[src/rtl/serial_adder_ctrl.sv]
// serial_adder_ctrl: bit-serial add/subtract controller.
//
// Time-shares one combinational full-adder cell across a WIDTH-bit operation,
// LSB first, one bit per clock, with the inter-bit carry kept in a flip-flop.
// Latency from accepted start to done is WIDTH+1 cycles; throughput is one
// operation per WIDTH+2 cycles.
//
// Ports:
//   clk    - clock, rising edge active
//   rst    - synchronous active-high reset
//   start  - request, sampled only in IDLE
//   sub    - 0: A+B+cin, 1: A-B (captured with start)
//   cin    - carry-in for add, ignored for subtract
//   A, B   - operands (captured with start)
//   busy   - high while bits are being processed
//   done   - one-cycle pulse when sum/cout/ovf have just been updated
//   sum    - result, held until the next completion
//   cout   - carry-out (for subtract: 1 = no borrow)
//   ovf    - signed two's-complement overflow
//
// state | meaning
// IDLE  | waiting for start, operands not yet captured
// RUN   | one bit per cycle through the full-adder cell
// DONE  | result registers just updated, done pulse

module full_adder_cell (
  input  logic a,
  input  logic b,
  input  logic ci,
  output logic s,
  output logic co
);
  assign s  = a ^ b ^ ci;
  assign co = (a & b) | (ci & (a ^ b));
endmodule

module serial_adder_ctrl #(
  parameter int WIDTH = 8
) (
  input  logic             clk,
  input  logic             rst,
  input  logic             start,
  input  logic             sub,
  input  logic             cin,
  input  logic [WIDTH-1:0] A,
  input  logic [WIDTH-1:0] B,
  output logic             busy,
  output logic             done,
  output logic [WIDTH-1:0] sum,
  output logic             cout,
  output logic             ovf
);

  localparam int CW = $clog2(WIDTH);
  localparam logic [CW-1:0] LAST = CW'(WIDTH - 1);

  typedef enum logic [1:0] {
    IDLE = 2'd0,
    RUN  = 2'd1,
    DONE = 2'd2
  } state_t;

  state_t state, state_nx;

  logic [WIDTH-1:0] op_a;
  logic [WIDTH-1:0] op_b;
  logic [WIDTH-1:0] res;
  logic             carry;
  logic [CW-1:0]    cnt;
  logic             fa_s;
  logic             fa_co;
  logic             last_bit;

  full_adder_cell u_fa (
    .a  (op_a[0]),
    .b  (op_b[0]),
    .ci (carry),
    .s  (fa_s),
    .co (fa_co)
  );

  assign last_bit = (cnt == LAST);

  // state register
  always_ff @(posedge clk) begin
    if (rst) state <= IDLE;
    else     state <= state_nx;
  end

  // next-state logic
  always_comb begin
    state_nx = state;
    case (state)
      IDLE:    if (start) state_nx = RUN;
      RUN:     if (last_bit) state_nx = DONE;
      DONE:    state_nx = IDLE;
      default: state_nx = IDLE;
    endcase
  end

  // outputs
  always_comb begin
    busy = 1'b0;
    done = 1'b0;
    case (state)
      RUN:     busy = 1'b1;
      DONE:    done = 1'b1;
      default: ;
    endcase
  end

  // datapath
  always_ff @(posedge clk) begin
    if (rst) begin
      op_a  <= '0;
      op_b  <= '0;
      res   <= '0;
      carry <= 1'b0;
      cnt   <= '0;
      sum   <= '0;
      cout  <= 1'b0;
      ovf   <= 1'b0;
    end else begin
      case (state)
        IDLE: begin
          if (start) begin
            // subtract is A + ~B + 1
            op_a  <= A;
            op_b  <= sub ? ~B : B;
            carry <= sub ? 1'b1 : cin;
            cnt   <= '0;
          end
        end
        RUN: begin
          op_a  <= {1'b0, op_a[WIDTH-1:1]};
          op_b  <= {1'b0, op_b[WIDTH-1:1]};
          res   <= {fa_s, res[WIDTH-1:1]};
          carry <= fa_co;
          cnt   <= cnt + 1'b1;
          if (last_bit) begin
            sum  <= {fa_s, res[WIDTH-1:1]};
            cout <= fa_co;
            // carry is still the MSB carry-in on this edge
            ovf  <= carry ^ fa_co;
          end
        end
        default: ;
      endcase
    end
  end

endmodule

[config.mk]
export PLATFORM = sky130hd
export DESIGN_NAME = serial_adder_ctrl
export DESIGN_NICKNAME = d
export VERILOG_FILES = /design/src/rtl/serial_adder_ctrl.sv
export SDC_FILE = /design/constraint.sdc
export NUM_CORES = 1
export LEC_CHECK = 0
export ABC_AREA = 1
export ABC_CLOCK_PERIOD_IN_PS = 1470
export CAP_MARGIN = 40
export CORE_UTILIZATION = 51
export DETAILED_ROUTE_END_ITERATION = 6
export GPL_TIMING_DRIVEN = 1
export HOLD_SLACK_MARGIN = 0.15
export PLACE_DENSITY = 0.78
export SLEW_MARGIN = 15
export SYNTH_ARGS = -nofsm -noshare
export SYNTH_HDL_FRONTEND = slang
export SYNTH_HIERARCHICAL = 1
export SYNTH_SLANG_ARGS = --single-unit
[constraint.sdc]
create_clock -name clk -period 1.47 [get_ports clk]
set_input_delay 0.294 -clock clk [delete_from_list [all_inputs] [get_ports clk]]
set_output_delay 0.294 -clock clk [all_outputs]
set_load 0.02 [all_outputs]
# Word-level counts from Yosys, hierarchy flattened

Cells that the tools add are included.
W data, S select, Z words.

Register bits: 40
Input port bits: 21
Output and inout port bits: 12

Add/sub/neg operators: 1
Eq/ne operators: 5
Multiplexer cells: 15
Bitwise logic cells: 7
Reduce and logical (&&, ||, !) cells: 5

Operators by type and width:

| operator              | number |
|---|---|
| $pmux W8 S2           | 2 |
| $mux W8               | 3 |
| $not A8 Y8            | 1 |
| $pmux W3 S2           | 1 |
| $reduce_and A2 Y1     | 3 |
| $mux W1               | 4 |
| $mux W2               | 2 |
| $ne A2 B2 Y1 const B  | 2 |
| $pmux W2 S2           | 1 |
| $add A3 B1 Y3 const B | 1 |
| $eq A3 B3 Y1 const B  | 1 |
| $mux W3               | 1 |
| $xor A1 B1 Y1         | 3 |
| $and A1 B1 Y1         | 2 |
| $eq A2 B1 Y1 const B  | 1 |
| $eq A2 B2 Y1 const B  | 1 |
| $logic_not A2 Y1      | 1 |
| $pmux W1 S2           | 1 |
| $reduce_bool A2 Y1    | 1 |
| $or A1 B1 Y1          | 1 |

# Longest topological paths before layout

Word-level depth: 4
Gate-level depth with buffers: 8
Mapped depth without buffers: 8

# Hierarchy

The synthesis kept the hierarchy.

By module, submodules not included:

| module            | instances | cells an instance | area an instance (um^2) |
|---|---|---|---|
| serial_adder_ctrl | 1         | 259               | 1731.7 |
| full_adder_cell   | 1         | 1                 | 20.0 |

# Least setup slack after synthesis

No wires, ideal clock.

Path kind: reg2reg
Start: reg op_a[0]
End: reg ovf
Library setup time: 0.116 ns
Arrival time: 1.048 ns
Required time: 1.354 ns
Slack: 0.306 ns
Stages on the path, launching flop included: 5
Path buffers: 0
Path through: dfxtp_1 fa_1 xor2_1 nor2_1 nor2_1

Cells in the longest elaborated chain, start to end: 4

RTL lines:

| what                   | RTL line | text |
|---|---|---|
| start, declared        | 65       | `logic [WIDTH-1:0] op_a;` |
| start signal, assigned | 135      | `op_a <= {1'b0, op_a[WIDTH-1:1]};` |
| $xor A1 B1 Y1          | 34       | `assign co = (a & b) \| (ci & (a ^ b));` |
| $and A1 B1 Y1          | 34       |  |
| $or A1 B1 Y1 *         | 34       |  |
| named net fa_co        | 71       | `logic fa_co;` |
| $xor A1 B1 Y1 *        | 144      | `ovf <= carry ^ fa_co;` |
| end signal, assigned   | 144      |  |
| end, declared          | 51       | `output logic ovf` |

Mark *: on every way through the listed nets, which the timed path passes. The rest lies on a longest branch.
A chain may end at the register's enable or synchronous reset.

# Worst setup path in the final report

Start: reg sum[5]
End: out sum[5]

RTL lines:

| what                   | RTL line | text |
|---|---|---|
| start, declared        | 49       | `output logic [WIDTH-1:0] sum,` |
| start signal, assigned | 141      | `sum <= {fa_s, res[WIDTH-1:1]};` |

No word-level cell between the ends.

==> results.yml <==
critical_path:
  worst_path_max_delay_cell: "dfxtp_1"
  critPathRequiredTime_ns: 1.18
  cp_max_fo: 2
  arrival_ns: 1.04
  crit_family: "flip-flops"
  critPathBufInv: 1
  max_stage_delay_ns: 0.36
  reg2regPathDepth: 7
  reg2reg_setup_slack_ns: 0.17
  r2r_start: "cnt[0]"
  start_kind: "register"
  crit_path_cell_trace: "dlygate4sd2_1"
  r2r-end: "ovf"
  critPathKind: "register to primary output"
  crit_path_end_kind: "primary output"
cells_and_area:
  final_util_pct: 72.0
  final_nets: 327
  drive_above_1_share_pct: 10.2
  syn2layout_area_growth_pct: 29.6
  diodes: 0
sta:
  worstMarginPinSlew_ns: 0.325
  fmax_ghz: 0.749
  post-route-min-period_ns: 1.34
  fin_tns_setup_ns: 0
  timing.final.ws_setup_ns: 0.135
  clock_skew_ns: 0.0138
  fin_crit_sh_pct: 90.8
  timing.final.hold_violations: 0
  finalMaxSlewViolations: 0
  relSlewSlack_pct: 78.3
  setup_viol: 0
  rsz0062_at_grt: "false"
detailed_routing:
  wl_met1_um: 1650
  dr.pass1.iters: 4
  routedWlPerCell_um: 10.2
  drtIter0Drc: 57
  route.met2.wl_um: 1750
  remaining_drc_errors: 0
  num_vias: 1653
  routed_wl_um: 3540
  antenna_left: 0
  wl_met3_um: 97
  vias_per_cell: 4.75
  top_layer_used: "met4"
placement:
  pre_cts_ws_ns: -0.0835
  place_congestion: 0.758
  io_buffer_count: 32
  hpwl_um: 2660
clock_tree:
  clk_pin_slew_ns: 0.11
  root_buffer: "clkbuf_4"
  clock_latency_ns: 0.35
  numCtsBuffers: 5
  h-tree-depth: 2
  clockBufferDepth: 2
  cts_tree: "done"
  cts.sinks: 39
  cts_hold_buf: 0
grt:
  first_global_vias: 1514
  antenna_found_initial: 0
  overflow: 0
  grt_max_degree: 27
  grt_use_total_pct: 23.1
  grt_pass1_wl_um: 6340
min_path:
  min_to: "cnt[1]"
  worstHoldStart: "cnt[1]"
  min_path_cells: 2
  hp-class: "register to register"
floorplanning:
  fp.dieArea_mm2: 0.00367
  die_height_um: 60.6
  ioPinCount: 33
  die_w_um: 60.6
  fp.coreArea_mm2: 0.00315
  fp-row-count: 20
  initial_core_util_pct: 55.6
synthesis:
  ys.flop_type: "dfxtp_1"
  yosysMostFrequentCell: "nand2_1"
  netlist_top_cells_count: "nand2_1, dfxtp_1, nor2_1"
  synthArstFlopShare_pct: 0
  synthCells: 260
  ys_seq_area_share_pct: 44.6
  synth_area_leader_cell: "dfxtp_1"
  synth_area_leaders: "dfxtp_1, nand2_1, nor2_1"
  ys_types: 21
  syn_nets: 284
  yosys_warnings: 6
  synth_edf_count: 0
  avgSynthCellArea_um2: 6.74
  syn_area_mm2: 0.00175
  yosys.area.top_type_share_pct: 44.6
  ys_ff_latch: 39
power_and_ir_drop:
  ir_worst_vdd_mv: 0.752
  power_leakage_nw: 1.20
  p_per_area_mw_per_mm2: 1050
flow_run:
  max_cap_viol_count: 0
outcome:
  status: "complete, no violations"
-- cell type report --
class,count,area [um^2]
Sequential cell,39,782
Inverter,26,100
Tap cell,44,55.1
Timing Repair Buffer,45,420
Multi-Input combinational cell,186,811
Fill cell,291,883
Clock buffer,6,41.3
Clock inverter,2,60.1
-- metrics by stage --
step	power (mW)	hold slack, ns	instance area [um^2]	instances
6_report	2.37	0.469	2270	348
4_1_cts	2.38	0.475	2280	348
3_3_place_gp	1.51	0.448	2190	340
5_1_grt	2.49	0.491	2270	348
2_1_floorplan	1.38	0.363	1750	260
3_5_place_dp	1.52	0.459	2190	340
-- routing by layer --
| layer | GRT usage (%) | vias up |
|---|---|---|
| met5 | 0 | - |
| met4 | 7.79 | 0 |
| met3 | 4.48 | 5 |
| met2 | 39.1 | 28 |
| met1 | 29.5 | 739 |
| li1 | - | 881 |
-- what timing repair did --
action | CTS | global route
setup buffers | 0 | 0
gates resized for setup | 17 | 3
setup endpoints to repair | 12 | 2
-- worst max-delay path by stage --
stage | start | endpoint | slack [ns] | depth (start not counted)
6_report | sum[5] | sum[5] | 0.13 | 1
5_1_grt | cnt[0] | sum[3] | 0.06 | 8
4_1_cts | state[1] | busy | 0.03 | 4
3_5_place_dp | start | op_b[1] | -0.08 | 8
3_3_place_gp | start | op_b[4] | 0.0008 | 8
2_1_floorplan | op_a[0] | ovf | 0.31 | 4
-- registers in the layout (all words and copies together), names as in the netlist --
register,flops
cout,1
sum,8
op_b,8
res,7
state,2
ovf,1
op_a,8
carry,1
cnt,3
-- cells in the final DEF, fill, tap and decap left out --
master,Yosys,routed
inv_4,1,1
a21oi_1,6,6
nand2_4,1,1
clkbuf_1,1,1
dlygate4sd2_1,0,10
buf_2,3,2
nand2_1,99,99
clkdlybuf4s50_1,0,20
bufinv_16,0,2
o21ai_0,18,18
xor2_1,2,2
nor2_2,1,1
clkbuf_4,0,5
inv_2,3,4
dfxtp_1,39,38
ha_1,2,2
buf_12,0,2
nor2_4,1,1
nor2_1,38,38
dfxtp_2,0,1
buf_4,2,11
fa_1,1,1
nand3_1,15,15
o21ai_1,2,2
inv_1,22,21
-- kinds of logic after synthesis --
kind of cell	share of synthesized area, %
flip-flops	44.6
XOR/XNOR	1.00
AND/OR/NAND/NOR	35.3
buffers and inverters	9.14
AO/OA/AOI/OAI	7.43
adder cells (fa/ha/maj)	2.57
-- power breakdown --
group	switching (mW)	leakage (nW)	internal, mW
Combinational	0.179	0.828	0.162
Clock	0.347	0.0525	0.531
Sequential	0.0372	0.320	1.12
Total	0.563	1.20	1.81
No activity file was read; power rests on OpenSTA's default activity.
